**src/rtl/mem_bus_arbiter.sv**
```systemverilog
// Round-robin arbiter and sequencer between two single-beat requesters and a
// 32x8 synchronous memory; serialises reads/writes and returns done pulses.
module mem_bus_arbiter #(
    parameter int ADDR_W = 5,
    parameter int DATA_W = 8
) (
    input  logic              clk,
    input  logic              reset,
    input  logic              req0,
    input  logic              we0,
    input  logic [ADDR_W-1:0] addr0,
    input  logic [DATA_W-1:0] wdata0,
    output logic              gnt0,
    output logic              done0,
    output logic [DATA_W-1:0] rdata0,
    input  logic              req1,
    input  logic              we1,
    input  logic [ADDR_W-1:0] addr1,
    input  logic [DATA_W-1:0] wdata1,
    output logic              gnt1,
    output logic              done1,
    output logic [DATA_W-1:0] rdata1,
    output logic              busy,
    output logic              mem_read,
    output logic              mem_write,
    output logic [ADDR_W-1:0] mem_addr,
    output logic [DATA_W-1:0] mem_data_in,
    input  logic [DATA_W-1:0] mem_data_out
);

    typedef enum logic [1:0] {
        IDLE   = 2'd0,
        ACCESS = 2'd1,
        RDCAP  = 2'd2
    } state_t;

    state_t              state_q;
    logic                ptr_q;
    logic                sel_q;
    logic                we_q;
    logic                gnt0_q, gnt1_q, done0_q, done1_q, busy_q;
    logic                mem_read_q, mem_write_q;
    logic [ADDR_W-1:0]   mem_addr_q;
    logic [DATA_W-1:0]   mem_data_q, rdata0_q, rdata1_q;

    logic                grant_s;
    logic                pick_s;
    logic                pick_we_s;
    logic [ADDR_W-1:0]   pick_addr_s;
    logic [DATA_W-1:0]   pick_wdata_s;

    // Winner selection: ptr_q names the favoured requester when both ask.
    always_comb begin
        grant_s = 1'b0;
        pick_s  = 1'b0;
        if (req0 && (!req1 || !ptr_q)) begin
            grant_s = 1'b1;
            pick_s  = 1'b0;
        end else if (req1) begin
            grant_s = 1'b1;
            pick_s  = 1'b1;
        end else begin
            grant_s = 1'b0;
            pick_s  = 1'b0;
        end
    end

    assign pick_we_s    = pick_s ? we1    : we0;
    assign pick_addr_s  = pick_s ? addr1  : addr0;
    assign pick_wdata_s = pick_s ? wdata1 : wdata0;

    // Sequencer FSM; every output is driven from a register here.
    always_ff @(posedge clk or posedge reset) begin
        if (reset) begin
            state_q     <= IDLE;
            ptr_q       <= 1'b0;
            sel_q       <= 1'b0;
            we_q        <= 1'b0;
            gnt0_q      <= 1'b0;
            gnt1_q      <= 1'b0;
            done0_q     <= 1'b0;
            done1_q     <= 1'b0;
            busy_q      <= 1'b0;
            mem_read_q  <= 1'b0;
            mem_write_q <= 1'b0;
            mem_addr_q  <= {ADDR_W{1'b0}};
            mem_data_q  <= {DATA_W{1'b0}};
            rdata0_q    <= {DATA_W{1'b0}};
            rdata1_q    <= {DATA_W{1'b0}};
        end else begin
            gnt0_q      <= 1'b0;
            gnt1_q      <= 1'b0;
            done0_q     <= 1'b0;
            done1_q     <= 1'b0;
            mem_read_q  <= 1'b0;
            mem_write_q <= 1'b0;
            case (state_q)
                IDLE: begin
                    if (grant_s) begin
                        gnt0_q      <= ~pick_s;
                        gnt1_q      <= pick_s;
                        mem_addr_q  <= pick_addr_s;
                        mem_data_q  <= pick_wdata_s;
                        mem_write_q <= pick_we_s;
                        mem_read_q  <= ~pick_we_s;
                        sel_q       <= pick_s;
                        we_q        <= pick_we_s;
                        ptr_q       <= ~pick_s;
                        busy_q      <= 1'b1;
                        state_q     <= ACCESS;
                    end else begin
                        state_q     <= IDLE;
                    end
                end
                ACCESS: begin
                    // The memory commits the write or latches read data on this edge.
                    if (we_q) begin
                        done0_q <= ~sel_q;
                        done1_q <= sel_q;
                        busy_q  <= 1'b0;
                        state_q <= IDLE;
                    end else begin
                        state_q <= RDCAP;
                    end
                end
                RDCAP: begin
                    if (sel_q) begin
                        rdata1_q <= mem_data_out;
                    end else begin
                        rdata0_q <= mem_data_out;
                    end
                    done0_q <= ~sel_q;
                    done1_q <= sel_q;
                    busy_q  <= 1'b0;
                    state_q <= IDLE;
                end
                default: begin
                    busy_q  <= 1'b0;
                    state_q <= IDLE;
                end
            endcase
        end
    end

    assign gnt0        = gnt0_q;
    assign gnt1        = gnt1_q;
    assign done0       = done0_q;
    assign done1       = done1_q;
    assign rdata0      = rdata0_q;
    assign rdata1      = rdata1_q;
    assign busy        = busy_q;
    assign mem_read    = mem_read_q;
    assign mem_write   = mem_write_q;
    assign mem_addr    = mem_addr_q;
    assign mem_data_in = mem_data_q;

endmodule

```
**config.mk**
```make
export PLATFORM = sky130hd
export DESIGN_NAME = mem_bus_arbiter
export DESIGN_NICKNAME = d
export VERILOG_FILES = /design/src/rtl/mem_bus_arbiter.sv
export SDC_FILE = /design/constraint.sdc
export NUM_CORES = 1
export LEC_CHECK = 0
export ABC_AREA = 1
export CORE_MARGIN = 10
export CORE_UTILIZATION = 39
export DETAILED_ROUTE_END_ITERATION = 6
export GPL_ROUTABILITY_DRIVEN = 0
export HOLD_SLACK_MARGIN = 0.02
export PLACE_DENSITY = 0.76
export SYNTH_ARGS = -nofsm -noshare
export SYNTH_HDL_FRONTEND = slang
export SYNTH_SLANG_ARGS = --single-unit
```
**constraint.sdc**
```tcl
create_clock -name clk -period 1.1 [get_ports clk]
set_input_delay 0.275 -clock clk [delete_from_list [all_inputs] [get_ports clk]]
set_output_delay 0.275 -clock clk [all_outputs]
set_load 0.05 [all_outputs]
```
==> impl_metrics.json <==
{
  "antenna_found_initial": 0,
  "reg2reg_from": "state_q[0]$_DFF_PP0_",
  "synth.most_common_cell": "nand2_1",
  "drcViolationCount": 0,
  "fp.dieH_um": 89.5,
  "routed_via_density": 4.77,
  "postCtsHoldBufs": 0,
  "cts.htree.levels": 2,
  "dpl_worst_slack_ns": -0.469,
  "rows": 25,
  "clock_path_buffers": 2,
  "ir_drop_v": 0.00170,
  "grt_pass1_wl_um": 9000,
  "fmax_ghz": 0.861,
  "grt_max_degree": 17,
  "fill_cells": 308,
  "r2r_cells": 5,
  "worstMarginPinSlew_ns": 0.355,
  "critical_path_class": "register to register",
  "rsz0062_at_grt": "yes",
  "cts_sinks": 41,
  "pin_count": 76,
  "synth_common_cells": "65 x nand2_1, 47 x inv_1, 41 x dfrtp_1",
  "ys_types": 18,
  "drt_first_pass_iters": 4,
  "slew_violations": 0,
  "hp-class": "input port to asynchronous set/reset pin",
  "r2r_slack_ns": -0.06,
  "use_met1_pct": 15.3,
  "power.density_nw_per_um2": 3470,
  "async_reset_ff_share_pct": 100,
  "crit_fanout": 8,
  "ys.flop_type": "dfrtp_1",
  "p_leak_nw": 1.86,
  "first_iter_violations": 31,
  "area_delta_synth_final_pct": 96.7,
  "track_usage_pct": 14.4,
  "synthTopCellsByArea": "dfrtp_1 54%, nand2_1 13%, inv_1 9.4%, nand3_1 5.3%, o21ai_0 5.0%",
  "max_stage_delay_ns": 0.39,
  "cp-end-kind": "register",
  "start_util_pct": 40.2,
  "vias": 1847,
  "clk_pin_slew_ns": 0.08,
  "ys_warn_count": 0,
  "regToRegEndpoint": "rdata0[6]$_DFFE_PP0P_",
  "fin_util_pct": 79.0,
  "crit_arrival_ns": 1.32,
  "wl_um": 5890,
  "finalCritPeriodShare_pct": 106,
  "failed_checks": "setup timing",
  "cp_cell_sequence": "inv_2, ha_4, nand2_8, nand2_1, o21ai_0",
  "dp.cells": 355,
  "fin_setup_tns_ns": -2.31,
  "setup_slack_ns": -0.0617,
  "synth_top_cell_by_area": "dfrtp_1",
  "drv_cap": 0,
  "cp_slowest_cell": "dfrtp_1",
  "numCtsBuffers": 5,
  "ant_nets": 0,
  "clk_latency_ns": 0.28,
  "synth_area_um2": 1890,
  "synth_seq_cells": 41,
  "final_nets": 375,
  "final_cells": 387,
  "dieArea_um2": 8020,
  "required_ns": 1.26,
  "finalHoldViolCount": 0,
  "power.total_w": 0.0129,
  "fin_worst_skew_ns": 0.00470,
  "hpwl_um": 4170,
  "synth_area_per_cell_um2": 8.57,
  "outcome": "complete, but fails checks",
  "wire_per_inst_um": 15.2,
  "use_met2_pct": 26.5,
  "synth_seq_area_share_pct": 54.4,
  "gr-max-usage-layer": "met2",
  "insertedDiodeCount": 0,
  "start_kind": "register",
  "synth_top_cell_area_share_pct": 54.4,
  "grt_overflow": 0,
  "die_w_um": 89.5,
  "syn_nets": 263,
  "root_buffer": "clkbuf_8",
  "fin_crit_ns": 1.16,
  "use_met3_pct": 4.74,
  "port_buffers": 75,
  "max_slew_margin_pct": 76.2,
  "timing.final.setup_violations": 69,
  "synth_edf_count": 0,
  "synthCells": 220,
  "core_um2": 4690,
  "cts_tree": "yes",
  "drive_gt1_share_pct": 40.8,
  "grt_pass1_vias": 1885
}
==> how the worst max path moves through the flow <==
stage                                     from  slack [ns]                         end  depth (start not counted)
after floorplan           state_q[0]$_DFF_PP0_       -0.02       rdata1[0]$_DFFE_PP0P_                          6
final                     state_q[0]$_DFF_PP0_       -0.06       rdata0[6]$_DFFE_PP0P_                          5
after detailed placement                  req1       -0.47           sel_q$_DFFE_PP0P_                          7
after global routing      state_q[1]$_DFF_PP0_       -0.13       rdata0[6]$_DFFE_PP0P_                          5
after CTS                 state_q[0]$_DFF_PP0_       -0.06  mem_data_in[1]$_DFFE_PP0P_                          6
after global placement                    req1       -0.40            we_q$_DFFE_PP0P_                          5
==> cell type report <==
type	instances	area, um^2	share of cell area, %
well taps	54	67.6	1.82
repair buffers	110	1470	39.5
multi-input cells	125	812	21.9
repair inverters	1	6.26	0.169
inverters	48	196	5.30
clock inverters	3	65.1	1.75
clock buffers	5	68.8	1.86
flip-flops and latches	41	1030	27.7
==> logic make-up after synthesis <==
group           share of synthesized area (%)
compound gates                           7.30
simple gates                             23.6
buf+inv                                  12.7
fa+ha+maj                                1.99
flops                                    54.4
==> cells in the final DEF, fill, tap and decap left out, types with 4 or more instances in the layout <==
master	n
buf_6	4
inv_1	40
dfrtp_1	41
nand3_2	9
nand3_1	19
buf_12	41
inv_2	4
buf_4	25
clkdlybuf4s50_1	37
nand2_1	38
clkbuf_8	5
o21ai_1	12
nand2_2	25
o21ai_0	4
==> through the flow <==
stage          cell area [um^2]  hold WS (ns)
2_1_floorplan              1920         0.260
3_3_place_gp               3190         0.470
3_5_place_dp               3190         0.494
4_1_cts                    3480         0.266
5_1_grt                    3710         0.291
6_report                   3710         0.265
==> routing by layer <==
layer / share of wire [%] / routed length, um / up-vias
met3: 6.7 / 392 / 6
li1: - / - / 897
met4: 0.92 / 54 / 0
met2: 54 / 3210 / 55
met1: 38 / 2240 / 889
met5: 0 / 0 / -
==> critical path: cells and delay by family (launching register included) <==
family | cells | cell delay, ns
flip-flops | 1 | 0.39
adder cells (fa/ha/maj) | 1 | 0.27
AND/OR/NAND/NOR | 2 | 0.17
buffers and inverters | 1 | 0.10
AO/OA/AOI/OAI | 1 | 0.09
==> repair_timing <==
| action | 4_1_cts | 5_1_grt |
|---|---|---|
| setup endpoints to repair | 73 | 74 |
| buffers inserted | 6 | 13 |
| resized for setup | 33 | 44 |
| pin swaps | 3 | 13 |
| cloned | 2 | 3 |
| endpoints found under the hold margin | 0 | 0 |
==> power breakdown <==
part           internal [W]  leakage, nW  switching (W)
logic               0.00405         1.29        0.00434
clock network      0.000901       0.0681       0.000507
registers           0.00225        0.503       0.000825
total               0.00720         1.86        0.00567
==> flip-flops by register name, summed over array words and instances, names as in the netlist, 2 cells and up <==
register and flops:
rdata1 8, mem_data_in 8, state_q 2, rdata0 8, mem_addr 5
Power figures use the tool's default switching activity.
